`src/rtl/serializer_pkg.sv`:
```
// Shared types and constants for the bitstream serializer.
//   state_t     : serializer FSM states
//   DATA_W_DEF  : default frame width in bits
//   DIV_W_DEF   : default width of the bit-period divider
//   CNT_W       : bit counter width for the default frame width
package serializer_pkg;

  typedef enum logic {
    IDLE  = 1'b0,
    SHIFT = 1'b1
  } state_t;

  localparam int DATA_W_DEF = 8;
  localparam int DIV_W_DEF  = 8;

  // Bit counter width for a frame of n bits; never below 1 so the
  // counter stays a legal vector for tiny frames.
  function automatic int bit_cnt_width(input int n);
    return (n > 2) ? $clog2(n) : 1;
  endfunction

  localparam int CNT_W = bit_cnt_width(DATA_W_DEF);

endpackage

```
`src/rtl/bitstream_serializer_if.sv`:
```
// Parallel load handshake between a word producer and the serializer.
//   load_data  : word to serialize
//   load_valid : load_data is valid
//   load_ready : serializer hold register is empty
// master = producer side, slave = serializer side.
interface bitstream_serializer_if #(
  parameter int DATA_W = 8
) ();

  logic [DATA_W-1:0] load_data;
  logic              load_valid;
  logic              load_ready;

  modport master (
    output load_data,
    output load_valid,
    input  load_ready
  );

  modport slave (
    input  load_data,
    input  load_valid,
    output load_ready
  );

endinterface

```
`src/rtl/bit_period_timer.sv`:
```
// Reloadable down-counter used to pace serial bits / strobes.
//   clk        : system clock
//   rst        : synchronous active-high reset (count -> 0)
//   reload     : load reload_val into the counter this edge
//   reload_val : period minus one
//   tick       : count is 0; the period ends at this edge
// The counter parks at 0 until the next reload.
module bit_period_timer #(
  parameter int DIV_W = 8
) (
  input  logic             clk,
  input  logic             rst,
  input  logic             reload,
  input  logic [DIV_W-1:0] reload_val,
  output logic             tick
);

  logic [DIV_W-1:0] cnt;

  always_ff @(posedge clk) begin
    if (rst) begin
      cnt <= '0;
    end else if (reload) begin
      cnt <= reload_val;
    end else if (cnt != '0) begin
      cnt <= cnt - DIV_W'(1);
    end
  end

  assign tick = (cnt == '0);

endmodule

```
`src/rtl/bitstream_serializer.sv`:
```
// Parallel-to-serial feeder with one word of buffering ahead of the
// word being shifted, and a programmable number of clocks per bit.
//   clk        : system clock
//   rst        : synchronous active-high reset
//   lif        : load handshake (slave side), load_ready = ~hold_valid
//   div        : bit period minus one, sampled at each bit start
//   msb_first  : bit order, latched at each frame start
//   bit_out    : current serial bit, 0 when idle
//   bit_valid  : strobe in the first cycle of each new bit
//   busy       : a word is held or a frame is shifting
//   frame_done : strobe in the cycle after a frame's last bit period
//
// state | meaning
// IDLE  | no frame shifting; bit_out held at 0
// SHIFT | shift_reg being presented one bit per div+1 clocks
module bitstream_serializer
  import serializer_pkg::*;
#(
  parameter int DATA_W = DATA_W_DEF,
  parameter int DIV_W  = DIV_W_DEF
) (
  input  logic                  clk,
  input  logic                  rst,
  bitstream_serializer_if.slave lif,
  input  logic [DIV_W-1:0]      div,
  input  logic                  msb_first,
  output logic                  bit_out,
  output logic                  bit_valid,
  output logic                  busy,
  output logic                  frame_done
);

  localparam int BIT_CNT_W = bit_cnt_width(DATA_W);
  localparam logic [BIT_CNT_W-1:0] LAST_BIT = BIT_CNT_W'(DATA_W - 1);

  state_t               state;
  logic [DATA_W-1:0]    hold;
  logic                 hold_valid;
  logic [DATA_W-1:0]    shift_reg;
  logic [BIT_CNT_W-1:0] bit_cnt;
  logic                 msb_lat;
  logic                 bit_out_r;
  logic                 bit_valid_r;
  logic                 frame_done_r;

  logic tick;
  logic load_fire;
  logic frame_end;
  logic advance;
  logic start_frame;
  logic first_bit;
  logic next_bit;

  assign load_fire   = lif.load_valid && !hold_valid;
  assign frame_end   = (state == SHIFT) && tick && (bit_cnt == LAST_BIT);
  assign advance     = (state == SHIFT) && tick && (bit_cnt != LAST_BIT);
  // A held word starts either from IDLE or back-to-back at a frame end.
  assign start_frame = hold_valid && ((state == IDLE) || frame_end);
  assign first_bit   = msb_first ? hold[DATA_W-1] : hold[0];
  // Bit that becomes visible after the current one is shifted out.
  assign next_bit    = msb_lat ? shift_reg[DATA_W-2] : shift_reg[1];

  bit_period_timer #(
    .DIV_W(DIV_W)
  ) u_timer (
    .clk       (clk),
    .rst       (rst),
    .reload    (start_frame || advance),
    .reload_val(div),
    .tick      (tick)
  );

  always_ff @(posedge clk) begin
    if (rst) begin
      state        <= IDLE;
      hold         <= '0;
      hold_valid   <= 1'b0;
      shift_reg    <= '0;
      bit_cnt      <= '0;
      msb_lat      <= 1'b0;
      bit_out_r    <= 1'b0;
      bit_valid_r  <= 1'b0;
      frame_done_r <= 1'b0;
    end else begin
      bit_valid_r  <= 1'b0;
      frame_done_r <= frame_end;

      // load_fire needs hold empty and start_frame needs hold full, so
      // the two never touch hold_valid in the same edge.
      if (load_fire) begin
        hold       <= lif.load_data;
        hold_valid <= 1'b1;
      end

      if (start_frame) begin
        state       <= SHIFT;
        shift_reg   <= hold;
        hold_valid  <= 1'b0;
        msb_lat     <= msb_first;
        bit_cnt     <= '0;
        bit_out_r   <= first_bit;
        bit_valid_r <= 1'b1;
      end else if (frame_end) begin
        state     <= IDLE;
        shift_reg <= '0;
        bit_cnt   <= '0;
        bit_out_r <= 1'b0;
      end else if (advance) begin
        shift_reg   <= msb_lat ? (shift_reg << 1) : (shift_reg >> 1);
        bit_cnt     <= bit_cnt + BIT_CNT_W'(1);
        bit_out_r   <= next_bit;
        bit_valid_r <= 1'b1;
      end
    end
  end

  assign lif.load_ready = ~hold_valid;
  assign busy           = hold_valid || (state == SHIFT);
  assign bit_out        = bit_out_r;
  assign bit_valid      = bit_valid_r;
  assign frame_done     = frame_done_r;

endmodule

```
`src/flat_wrapper.sv`:
```
// flat-port wrapper written by rule: the top's interface ports become plain ports
module bitstream_serializer_flat import serializer_pkg::*;
#(
  parameter int DATA_W = DATA_W_DEF,
  parameter int DIV_W  = DIV_W_DEF
)
  (clk, rst, div, msb_first, bit_out, bit_valid, busy, frame_done, lif_load_data, lif_load_valid, lif_load_ready);
  bitstream_serializer_if #(.DATA_W(DATA_W)) lif_i ();
  input  logic clk;
  input  logic rst;
  input  logic [DIV_W-1:0] div;
  input  logic msb_first;
  output logic bit_out;
  output logic bit_valid;
  output logic busy;
  output logic frame_done;
  input wire logic [$bits(lif_i.load_data)-1:0] lif_load_data;
  input wire logic [$bits(lif_i.load_valid)-1:0] lif_load_valid;
  output wire logic [$bits(lif_i.load_ready)-1:0] lif_load_ready;
  assign lif_i.load_data = lif_load_data;
  assign lif_i.load_valid = lif_load_valid;
  assign lif_load_ready = lif_i.load_ready;
  bitstream_serializer #(.DATA_W(DATA_W), .DIV_W(DIV_W)) u_core (.clk(clk), .rst(rst), .lif(lif_i), .div(div), .msb_first(msb_first), .bit_out(bit_out), .bit_valid(bit_valid), .busy(busy), .frame_done(frame_done));
endmodule
```
`config.mk`:
```
export PLATFORM = sky130hd
export DESIGN_NAME = bitstream_serializer_flat
export DESIGN_NICKNAME = d
export VERILOG_FILES = /design/src/rtl/serializer_pkg.sv /design/src/rtl/bitstream_serializer_if.sv /design/src/rtl/bit_period_timer.sv /design/src/rtl/bitstream_serializer.sv /design/src/flat_wrapper.sv
export SDC_FILE = /design/constraint.sdc
export NUM_CORES = 1
export LEC_CHECK = 0
export BUFFER_PORTS_ARGS = -buffer_cell sky130_fd_sc_hd__buf_2
export CAP_MARGIN = 40
export CORE_ASPECT_RATIO = 0.5
export CORE_MARGIN = 4
export CORE_UTILIZATION = 55
export CTS_CLUSTER_DIAMETER = 80
export DETAILED_ROUTE_END_ITERATION = 10
export PLACE_DENSITY = 0.74
export SKIP_LAST_GASP = 1
export SYNTH_ARGS = -nofsm -noshare
export SYNTH_HDL_FRONTEND = slang
export SYNTH_HIERARCHICAL = 1
export SYNTH_SLANG_ARGS = --single-unit
```
`constraint.sdc`:
```
create_clock -name clk -period 2.2 [get_ports clk]
set_input_delay 0.44 -clock clk [delete_from_list [all_inputs] [get_ports clk]]
set_output_delay 0.44 -clock clk [all_outputs]
set_load 0.01 [all_outputs]
```
Word-level counts from Yosys, hierarchy flattened --
Cells that the tools add are included.
Word-level totals: register bits after elaboration 33, bits of input ports 20, output and inout port bits 5, word-level logic and storage cells 48
Cells by class: add/subtract/negate cells 2, equal/unequal tests 2, muxes and demuxes 16, bitwise logic cells 2, reductions and logical operators 16
Operators with widths (count):
- $mux W8 | 6
- $mux W1 | 10
- $logic_not A8 Y1 | 1
- $reduce_bool A8 Y1 | 1
- $sub A8 B1 Y8 const B | 1
- $logic_and A1 B1 Y1 | 5
- $reduce_bool A2 Y1 | 2
- $add A3 B1 Y3 const B | 1
- $eq A3 B3 Y1 const B | 1
- $logic_or A1 B1 Y1 | 3
- $ne A3 B3 Y1 const B | 1
- $reduce_bool A3 Y1 | 1
- $reduce_or A3 Y1 | 1
- $not A1 Y1 | 2
- $reduce_or A2 Y1 | 1
- $logic_not A1 Y1 | 1

Logic depth before layout (Yosys ltp) --
depth after elaboration 7, gate-level depth with buffers 10, mapped depth without buffers 8

Modules after synthesis --
The synthesis kept the hierarchy.
By module, submodules not included:
- bitstream_serializer | instances 1, cells an instance 124, area an instance 1219.9 um^2, seq. area each 500.5 um^2
- bit_period_timer | instances 1, cells an instance 53, area an instance 475.5 um^2, seq. area each 160.2 um^2

Least setup slack after synthesis --
Ideal clock, no wire load.
path type reg-to-reg, from register u_core.u_timer.cnt[3], to register u_core.u_timer.cnt[0], setup time 0.130 ns, arrival 1.796 ns, required time 2.070 ns, setup slack 0.275 ns, cell stages (with the launch flop) 10, path buffers 2, period minus slack after synthesis 1.925 ns, cell sequence dfxtp_1 nor4_4 and4bb_1 buf_6 nor2b_1 nor2_1 clkbuf_1 nor3_1 nand2_1 o211ai_2
Between the ends: longest elaborated chain between the ends 7, elaborated cells between the ends (all ways) 10, those cells by class 1 x mux; 9 x reduce/logical
Ends and longest elaborated chain:
- start, declared | RTL line bit_period_timer.sv:18 | logic [DIV_W-1:0] cnt;
- start signal, assigned | RTL line bit_period_timer.sv:24 | cnt <= reload_val;
- start signal, assigned | RTL line bit_period_timer.sv:26 | cnt <= cnt - DIV_W'(1);
- $logic_not A8 Y1 * | RTL line bit_period_timer.sv:30 | assign tick = (cnt == '0);
- via u_core.tick | RTL line bitstream_serializer.sv:46 | logic tick;
- $logic_and A1 B1 Y1 * | RTL line bitstream_serializer.sv:55, bitstream_serializer.sv:56
- $logic_and A1 B1 Y1 | RTL line bitstream_serializer.sv:55 | assign frame_end = (state == SHIFT) && tick && (bit_cnt == LAST_BIT);
- $logic_or A1 B1 Y1 | RTL line bitstream_serializer.sv:58 | assign start_frame = hold_valid && ((state == IDLE) || frame_end);
- $logic_and A1 B1 Y1 | RTL line bitstream_serializer.sv:58
- $logic_or A1 B1 Y1 * | RTL line bitstream_serializer.sv:68 | .reload (start_frame || advance),
- $mux W8 or $reduce_bool A2 Y1 (tied branches)
The timed path passes the listed nets; every way through them passes the cells marked *. A chain may end at the register's enable or synchronous reset.

Worst setup path after layout --
from register u_core.u_timer.cnt[0], to register u_core.u_timer.cnt[3]
The elaborated chain is that of the path after synthesis.

==> impl_summary.md <==
Drt
In the final routed layout, each cell accounts on average for 14.7 µm. The DRC violation total after the first TritonRoute iteration is 63. The total vias in the final route is 1355. The routed design has 3460 µm of wire. The number of vias per cell after detailed routing is 5.74. The iteration count of the initial detailed-routing pass is 4. For this run, design rule violations remaining after detail routing come to 0. Once detail routing completed, the nets flagged for antenna violations numbered 0.

STA
In this run the tightest slew margin relative to its limit is 52.9%. Setup violations remaining at the end of the flow were counted as 0. The hold violation count in the final report is 0. The slew at the pin with the worst max-slew slack is 707 ps.

The number of max-slew violations in the final report is 0. The final critical-path share of the clock period is 90.7%. Setup repair after global routing left no endpoint under its margin. The worst path in the final design needs a cycle of 2000 ps, including I/O delays and setup. The total negative slack for setup checks is 0 ps.

The clock arrives with 4.16 ps of skew. For this run, the top clock speed supported by timing is 501 MHz.

Synthesis
The net count of the mapped netlist is 200. The number of enable-type register cells in the synthesized netlist is 0. The library cell occupying the most area in the post-synthesis netlist is sky130_fd_sc_hd__dfxtp_1. The post-synthesis register bit count is 33. In the synthesized netlist the async set-or-reset flop fraction comes to 0%. The synthesized instance count is 177. Of the post-synthesis cell area, the dominant cell type holds 39.0%.

The average size of a mapped cell is 9.58 µm². The most frequently used flop master after synthesis is sky130_fd_sc_hd__dfxtp_1. The sequential-to-total area share from yosys stat is 39.0%. By area the synthesized netlist is led by sky130_fd_sc_hd__dfxtp_1 (39%), sky130_fd_sc_hd__mux2i_1 (6.5%), sky130_fd_sc_hd__nor2_1 (5.1%), sky130_fd_sc_hd__a311oi_2 (4.4%), sky130_fd_sc_hd__mux2_2 (3.3%). Summing every instance area after synthesis gives 1700 µm². The count of unique library cells instantiated by Yosys is 40.

For this run, the number of Yosys warnings is 6.

Setup path
The critical path crosses 7 cells after its start point. The number of cells on the worst reg-to-reg path is 7. The worst setup path is captured at a flop. Along the worst path, the maximum fanout reaches 6.

The critical path class is reg -> reg. Grouping stages by cell kind, the critical path spends the most delay in simple AND/OR/NAND/NOR gates. The worst setup path is launched from a flop. For the worst setup path, the data required time is 2380 ps. Traced cell by cell, the critical path runs through inv_1 -> ha_1 -> and4bb_1 -> nor2b_1 -> nor2_1 -> or2_2 -> o32ai_1. The slowest cell on the critical path is sky130_fd_sc_hd__dfxtp_1. STA puts the critical path data arrival time at 2180 ps.

The biggest cell delay along the critical path is 390 ps. The count of buffering cells on the critical path with inverters included is 1.

Global routing
The first-pass GRT wire length is 5790 µm. The number of global-route vias before repair was 1278. The number of antenna violations at the first check in global routing is 0.

The total congestion overflow is 0. The met1 global-route usage is 22.1%. The total routing resource utilization after global routing is 18.6%. The largest net degree at the start of global routing is 37. The most used routing layer is met2.

In the global route stage, met2 resource usage came out at 33.6%. The met3 capacity usage during global routing is 6.13%.

Clocking
The H-tree was split into 2 levels. Buffers inserted during clock tree synthesis total 5. After clock tree synthesis, the repair step resized 0 gates. The root buffer cell is sky130_fd_sc_hd__clkbuf_8. The clock passes through at most 2 buffers.

The clock sink count is 33. Buffers added to address setup during post-CTS repair amount to 0. After clock tree synthesis, the clock-pin slew on the worst setup and hold paths is 60 ps. The TritonCTS clock tree is yes. For the worst-skew pair, the clock arrives at the later sink with an insertion delay of 280 ps. The number of hold buffers added after CTS was 0.

Placed design
The number of placed instances, taps included, is 230. The detailed-placement wirelength estimate is 2440 µm. The congestion estimate from routability-driven global placement came to 0.753.

The count of input and output buffers is 24.

Min path
The worst hold path cell count is 3. The min-delay analysis places its worst path in the category in -> reg.

Die
After floorplanning, the core was divided into 13 placement rows. The placeable core region is 2770 µm². For this design the top-level I/O count stands at 25. The die boundary height is 47.3 µm. The die covers 4090 µm². The die outline width is 86.5 µm.

The initial core utilization is 61.3%.

Final layout
Leaving out fill and tap cells, the most frequent cell in the layout is sky130_fd_sc_hd__dfxtp_1. The area taken by flip-flops and latches is 661 µm². After filler insertion, the fill cell instance count of the layout stands at 219. The final layout contains 223 nets. The repair_antennas step left the layout with diodes totalling 0. The relative area change from synthesis to final layout is 11.2%. The count of cells in the finished layout, fillers not included, comes to 236. In the layout the commonest cells are sky130_fd_sc_hd__dfxtp_1 (33), sky130_fd_sc_hd__buf_2 (24), sky130_fd_sc_hd__nor2_1 (23). In the final layout, the share of cells above drive strength 1 is 27.1%. Summing all multi-input logic gate instances after layout gives 940 µm².

Run
The number of max-cap violations is 0.

Outcome
The run finished with clean final reports.

Pwr
The peak supply drop is 531 µV. Summed over all cells, the static leakage comes to 0.774 nW. The cell area power density is 1000 nW/µm².
==> metrics by stage <==
stage / power [mW] / utilization [%] / setup slack (ps) / hold WS [ps] / cell area [µm²]
2_1_floorplan: 1.36 / - / 275 / 458 / 1700
3_3_place_gp: 1.46 / 65.5 / 329 / 470 / 1810
3_5_place_dp: 1.49 / 65.5 / 227 / 477 / 1810
4_1_cts: 1.90 / 68.2 / 219 / 391 / 1890
5_1_grt: 2.02 / 68.2 / 11.6 / 409 / 1890
6_report: 1.89 / 68.2 / 204 / 399 / 1890
==> Yosys cell counts (all sizes together) (2+ instances only) <==
| cell type | number |
|---|---|
| nor2 | 23 |
| clkbuf | 4 |
| nand2 | 15 |
| a21bo | 3 |
| xnor2 | 3 |
| buf | 8 |
| xor2 | 2 |
| mux2i | 11 |
| nand3 | 11 |
| a21oi | 3 |
| or2 | 2 |
| a211oi | 3 |
| ha | 3 |
| dfxtp | 33 |
| nor2b | 5 |
| nor3 | 9 |
| a311oi | 9 |
| inv | 4 |
| o32ai | 4 |
| mux2 | 8 |
==> cells by family after synthesis <==
group	after synthesis	synth area share [%]
compound gates	28	15.5
buf+inv	16	5.61
xor+xnor	5	2.58
mux	19	12.0
fa+ha+maj	3	2.21
flops	33	39.0
simple gates	73	23.1
==> worst register-to-register path: cells and delay by family (launching register included) <==
| family | cells | cell delay (ps) |
|---|---|---|
| adders and majority gates | 1 | 270 |
| AOI/OAI and AO/OA | 1 | 270 |
| buffers and inverters | 1 | 80 |
| and+or+nand+nor | 4 | 910 |
| DFF | 1 | 390 |
==> final timing paths <==
check / from / to / slack [ps]
min: lif_load_data[4] / u_core/hold[4] / 400
max reg2reg: u_core/u_timer/cnt[0] / u_core/u_timer/cnt[3] / 200
max: u_core/u_timer/cnt[0] / u_core/u_timer/cnt[3] / 200
min reg2reg: u_core/hold[6] / u_core/shift_reg[6] / 480
==> layer usage <==
metal / wire length (µm) / part of all wire, %
met2: 1610 / 47
met4: 6 / 0.17
met5: 0 / 0
met1: 1620 / 47
met3: 221 / 6.4
==> final cells by class <==
class                           count  area share (%)
Multi-Input combinational cell    128            49.8
Clock inverter                      1           0.265
Timing Repair Buffer               28            7.96
Sequential cell                    33            35.0
Clock buffer                        5            3.65
Inverter                            4           0.796
Tap cell                           37            2.46
==> where the power goes <==
group	internal (mW)	switching, mW
Combinational	0.324	0.330
Clock	0.208	0.203
Sequential	0.707	0.123
Power figures use the tool's default switching activity.
